<file path="config.mk">
export PLATFORM = sky130hd
export DESIGN_NAME = seq_event_logger
export DESIGN_NICKNAME = d
export VERILOG_FILES = /design/src/rtl/seq_pkg.sv /design/src/rtl/seq_evt_fifo.sv /design/src/rtl/seq_event_logger.sv
export SDC_FILE = /design/constraint.sdc
export NUM_CORES = 1
export LEC_CHECK = 0
export ABC_AREA = 1
export CORE_MARGIN = 2
export CORE_UTILIZATION = 25
export CTS_BUF_LIST = sky130_fd_sc_hd__clkbuf_2
export CTS_CLUSTER_SIZE = 28
export DETAILED_ROUTE_END_ITERATION = 12
export HOLD_SLACK_MARGIN = 0.12
export PLACE_DENSITY = 0.51
export SYNTH_ARGS = -nofsm -noshare
export SYNTH_HDL_FRONTEND = slang
export SYNTH_SLANG_ARGS = --single-unit
</file>
<file path="constraint.sdc">
create_clock -name clk -period 4.2 [get_ports clk]
set_input_delay 0.42 -clock clk [delete_from_list [all_inputs] [get_ports clk]]
set_output_delay 0.42 -clock clk [all_outputs]
set_load 0.1 [all_outputs]
</file>
<file path="src/rtl/seq_pkg.sv">
// Shared definitions for the sequence-detector slice: parameter defaults and
// the upstream 1011 detector's state type.
package seq_pkg;

    localparam int TS_W_DEF  = 16;
    localparam int CNT_W_DEF = 16;
    localparam int DEPTH_DEF = 4;

    // State of the upstream 1011 detector; named after the prefix matched so far.
    typedef enum logic [2:0] {
        DET_IDLE  = 3'd0,
        DET_S1    = 3'd1,
        DET_S10   = 3'd2,
        DET_S101  = 3'd3,
        DET_S1011 = 3'd4
    } det_state_t;

endpackage

</file>
<file path="src/rtl/seq_evt_fifo.sv">
// Synchronous first-word-fall-through FIFO; the extra wrap bit on each pointer
// is what tells full apart from empty when the index bits match.
module seq_evt_fifo
    import seq_pkg::*;
#(
    parameter int WIDTH = TS_W_DEF,
    parameter int DEPTH = DEPTH_DEF
) (
    input  logic             clk,
    input  logic             rst,
    input  logic             push,
    input  logic [WIDTH-1:0] push_data,
    input  logic             pop,
    output logic             full,
    output logic             empty,
    output logic [WIDTH-1:0] head
);

    localparam int AW = $clog2(DEPTH);

    logic [AW:0]      wr_ptr;
    logic [AW:0]      rd_ptr;
    logic [WIDTH-1:0] mem [DEPTH];
    logic             do_push;
    logic             do_pop;

    assign empty = (wr_ptr == rd_ptr);
    assign full  = (wr_ptr[AW] != rd_ptr[AW]) && (wr_ptr[AW-1:0] == rd_ptr[AW-1:0]);
    assign head  = mem[rd_ptr[AW-1:0]];

    // A pop frees the head slot this cycle, so a push into a full FIFO may reuse it.
    assign do_pop  = pop & ~empty;
    assign do_push = push & (~full | do_pop);

    always_ff @(posedge clk) begin
        if (rst) begin
            wr_ptr <= '0;
            rd_ptr <= '0;
        end else begin
            if (do_push) wr_ptr <= wr_ptr + (AW+1)'(1);
            if (do_pop)  rd_ptr <= rd_ptr + (AW+1)'(1);
        end
    end

    always_ff @(posedge clk) begin
        if (do_push) mem[wr_ptr[AW-1:0]] <= push_data;
    end

endmodule

</file>
<file path="src/rtl/seq_event_logger.sv">
// Timestamps each detector pulse, queues it for a consumer, and keeps
// saturating event/drop statistics with a sticky overflow flag.
module seq_event_logger
    import seq_pkg::*;
#(
    parameter int TS_W  = TS_W_DEF,
    parameter int CNT_W = CNT_W_DEF,
    parameter int DEPTH = DEPTH_DEF
) (
    input  logic             clk,
    input  logic             rst,
    input  logic             det,
    input  logic             clear_stats,
    output logic             ev_valid,
    input  logic             ev_ready,
    output logic [TS_W-1:0]  ev_ts,
    output logic [CNT_W-1:0] ev_count,
    output logic [CNT_W-1:0] drop_count,
    output logic             overflow
);

    logic [TS_W-1:0]  ts;
    logic             fifo_full;
    logic             fifo_empty;
    logic             pop;
    logic             push;
    logic             drop;
    logic [CNT_W-1:0] ev_count_nxt;
    logic [CNT_W-1:0] drop_count_nxt;
    logic             overflow_nxt;

    // Handshake: the head transfers on a cycle where ev_valid and ev_ready are
    // both high; ev_valid never depends on ev_ready, and ev_ts holds until taken.
    assign ev_valid = ~fifo_empty;
    assign pop      = ev_valid & ev_ready;
    assign push     = det & (~fifo_full | pop);
    assign drop     = det & fifo_full & ~pop;

    always_ff @(posedge clk) begin
        if (rst) ts <= '0;
        else     ts <= ts + TS_W'(1);
    end

    seq_evt_fifo #(
        .WIDTH (TS_W),
        .DEPTH (DEPTH)
    ) u_fifo (
        .clk       (clk),
        .rst       (rst),
        .push      (push),
        .push_data (ts),
        .pop       (pop),
        .full      (fifo_full),
        .empty     (fifo_empty),
        .head      (ev_ts)
    );

    // Clear happens first so that an event in the clearing cycle is still counted.
    always_comb begin
        ev_count_nxt   = ev_count;
        drop_count_nxt = drop_count;
        overflow_nxt   = overflow;
        if (clear_stats) begin
            ev_count_nxt   = '0;
            drop_count_nxt = '0;
            overflow_nxt   = 1'b0;
        end
        if (det && (ev_count_nxt != {CNT_W{1'b1}})) begin
            ev_count_nxt = ev_count_nxt + CNT_W'(1);
        end
        if (drop) begin
            overflow_nxt = 1'b1;
            if (drop_count_nxt != {CNT_W{1'b1}}) begin
                drop_count_nxt = drop_count_nxt + CNT_W'(1);
            end
        end
    end

    always_ff @(posedge clk) begin
        if (rst) begin
            ev_count   <= '0;
            drop_count <= '0;
            overflow   <= 1'b0;
        end else begin
            ev_count   <= ev_count_nxt;
            drop_count <= drop_count_nxt;
            overflow   <= overflow_nxt;
        end
    end

endmodule
</file>
==> metrics <==
first-pass GRT wire length=22600 um; Final Critical Period=3150 ps; R2R cell count=10; setup TNS=0 ps; fmax=0.318 GHz; hold depth=3; post-synth top area share=33.8%; Hold Path Class=in -> reg; DRC Markers=0; Final Max Tran Viols=0; setup-violating endpoint count in the final report=0; worst slack, placed=1100 ps; Die W=155 um; ANT nets after route=0; clk slew on worst S/H paths=210 ps; number of flops mapped to enable cells by yosys=64; Post-Syn Area=5690 um2; H-tree levels=4; Netlist cell types=30; critical path launch point type=register; worst skew pair latency=670 ps; YS warnings=0; Vias/cell=4.32; io pins=55; Top FF cell, synth=edfxtp_1; Buf+Inv Stages, Crit Path=3; CP endpoint kind=primary output; pwr dens=403 nW/um2; status=finished, final reports clean; drt pass-1 iters=4; ant diodes=0; slowest cell delay on critical path=730 ps; crit share post-route=75.0%; Sink Count=121; Avg Cell Area, Syn=8.20 um2; Layout fillers=2389; Placeable Area=22500 um2; clock skew=32.2 ps; largest net degree at the start of global routing=34; drt first-iter violations=282; detailed placement HPWL=9030 um; Die Span Y=155 um; Mapped Nets=707; IO buf count=54; Worst slew margin=33.1%; total gr overflow=0; RSZ-0062 raised after global routing=no; WL/cell=13.0 um; Mapped Cells=694; CP required=3780 ps; CTS buffer count=17; CP max stage cell=inv_1; setup ws final=1050 ps; Max Cap Viol=0; routed vias=4546; layout cells sized above 1=9.51%; dominant cell type by area after synthesis=edfxtp_1; CTS tree=yes; Largest delay share family, worst path=buffers and inverters; initial antenna violation count=0; Worst-Margin Slew=1000 ps; Leakage=2.50 nW; top cells by area, synth=edfxtp_1 34%, dfxtp_1 20%, nand2_1 9.2%, nor2_1 8.0%, inv_1 5.4%; ys async rst share=0%; Worst R2R End=drop_count[0]$_SDFF_PP0_; site row count=55; die area=24000 um2; Area Growth Syn to Fin=18.7%; worst setup path end=ev_ts[15]; Power, Total=2.72 mW; WL final=13700 um; Critical R2R Launch=drop_count[1]$_SDFF_PP0_; All-Layer GR Usage=12.0%; most used cell, CP=buf_4; Worst IR Drop VDD=196 uV; placed cell count=1021; Worst R2R Setup Slack=2040 ps; cells along the critical path=buf_4 > inv_1 > o21ai_0 > o22ai_1 > buf_4; critical path peak fanout=33; crit path DAT=2730 ps; hold buffers post-CTS=0; CTS resizes=0; fin nets=768; Post-CTS Setup Bufs=0; RePlAce Congestion=0.777; Bufs on Longest Clock Path=2; CP Depth=5; count leader, synth=nand2_1; flops & latches, synth=121; root buffer cell=clkbuf_2; Seq/Total Area, Yosys=53.8%; fin cells=1053; Hold Vio Cnt, Final=0; Initial Util=25.3%; most frequent cells after synthesis=139 x nand2_1, 122 x nor2_1, 82 x inv_1; number of global-route vias before repair=4350; critical path class=reg -> out
kinds of logic (layout without fill, tap and decap cells):
family	after synthesis	in the layout	share of synthesized area, %
buffers and inverters	106	180	7.43
AO/OA/AOI/OAI	112	112	10.5
AND/OR/NAND/NOR	334	334	24.5
flip-flops	121	121	53.8
adder cells (fa/ha/maj)	8	8	1.76
XOR/XNOR	13	13	2.00
worst min path at each step:
stage	startpoint	slack, ps	to
6_report	ev_ready	450	u_fifo.rd_ptr[0]$_SDFFE_PP0P_
5_1_grt	ev_ready	370	u_fifo.rd_ptr[0]$_SDFFE_PP0P_
4_1_cts	ev_ready	330	u_fifo.rd_ptr[0]$_SDFFE_PP0P_
3_5_place_dp	overflow$_SDFFE_PP0P_	460	overflow$_SDFFE_PP0P_
3_3_place_gp	overflow$_SDFFE_PP0P_	460	overflow$_SDFFE_PP0P_
2_1_floorplan	ts[0]$_SDFF_PP0_	450	ts[0]$_SDFF_PP0_
final cells by class:
type / instances / area (um2) / area share, %
sequential: 121 / 3060 / 45.3
multi-input combinational: 467 / 2210 / 32.7
timing repair buffer: 64 / 576 / 8.51
tap: 285 / 357 / 5.27
inverter: 84 / 315 / 4.66
clock inverter: 15 / 158 / 2.33
clock buffer: 17 / 85.1 / 1.26
through the flow:
step | instance area (um2) | util, % | hold slack, ps
after floorplan | 5690 | - | 453
after global placement | 6520 | 29.0 | 462
after detailed placement | 6520 | 29.0 | 459
after CTS | 6760 | 30.0 | 329
after global routing | 6760 | 30.0 | 368
final | 6760 | 30.0 | 451
sequential cells by signal, summed over array words and instances (netlist names), named ones only:
name / cells
overflow: 1
ev_count: 16
u_fifo.rd_ptr: 3
u_fifo.wr_ptr: 3
u_fifo.mem: 64
drop_count: 16
ts: 16
layout by cell type (no fill, tap or decap), types with 10 or more instances in the layout:
cell	n
a21oi_1	37
buf_4	26
clkbuf_2	17
clkdlybuf4s50_1	38
dfxtp_1	57
edfxtp_1	64
inv_1	82
nand2_1	139
nand3_1	41
nand4_1	10
nor2_1	122
o21ai_0	55
o22ai_1	16
where the power goes:
group | switching (mW) | leakage, nW | internal [mW] | total, mW
combinational | 0.528 | 1.28 | 0.127 | 0.655
clock | 0.524 | 0.148 | 0.242 | 0.766
sequential | 0.0208 | 1.07 | 1.28 | 1.30
total | 1.07 | 2.50 | 1.65 | 2.72
worst reg2reg max path, delay by kind of cell (launching register included):
kind          cells  cell delay [ps]
fa+ha+maj         1              240
simple gates      7             1260
buf+inv           2              120
flops             1              430
layer usage:
metal	GRT usage (%)	part of all wire, %	vias to the layer above
li1	-	-	2403
met1	15.9	48	2053
met2	19.6	47	84
met3	3.01	4.0	6
met4	3.17	0.42	0
met5	0	0	-
(Power assumes the default switching activity.)
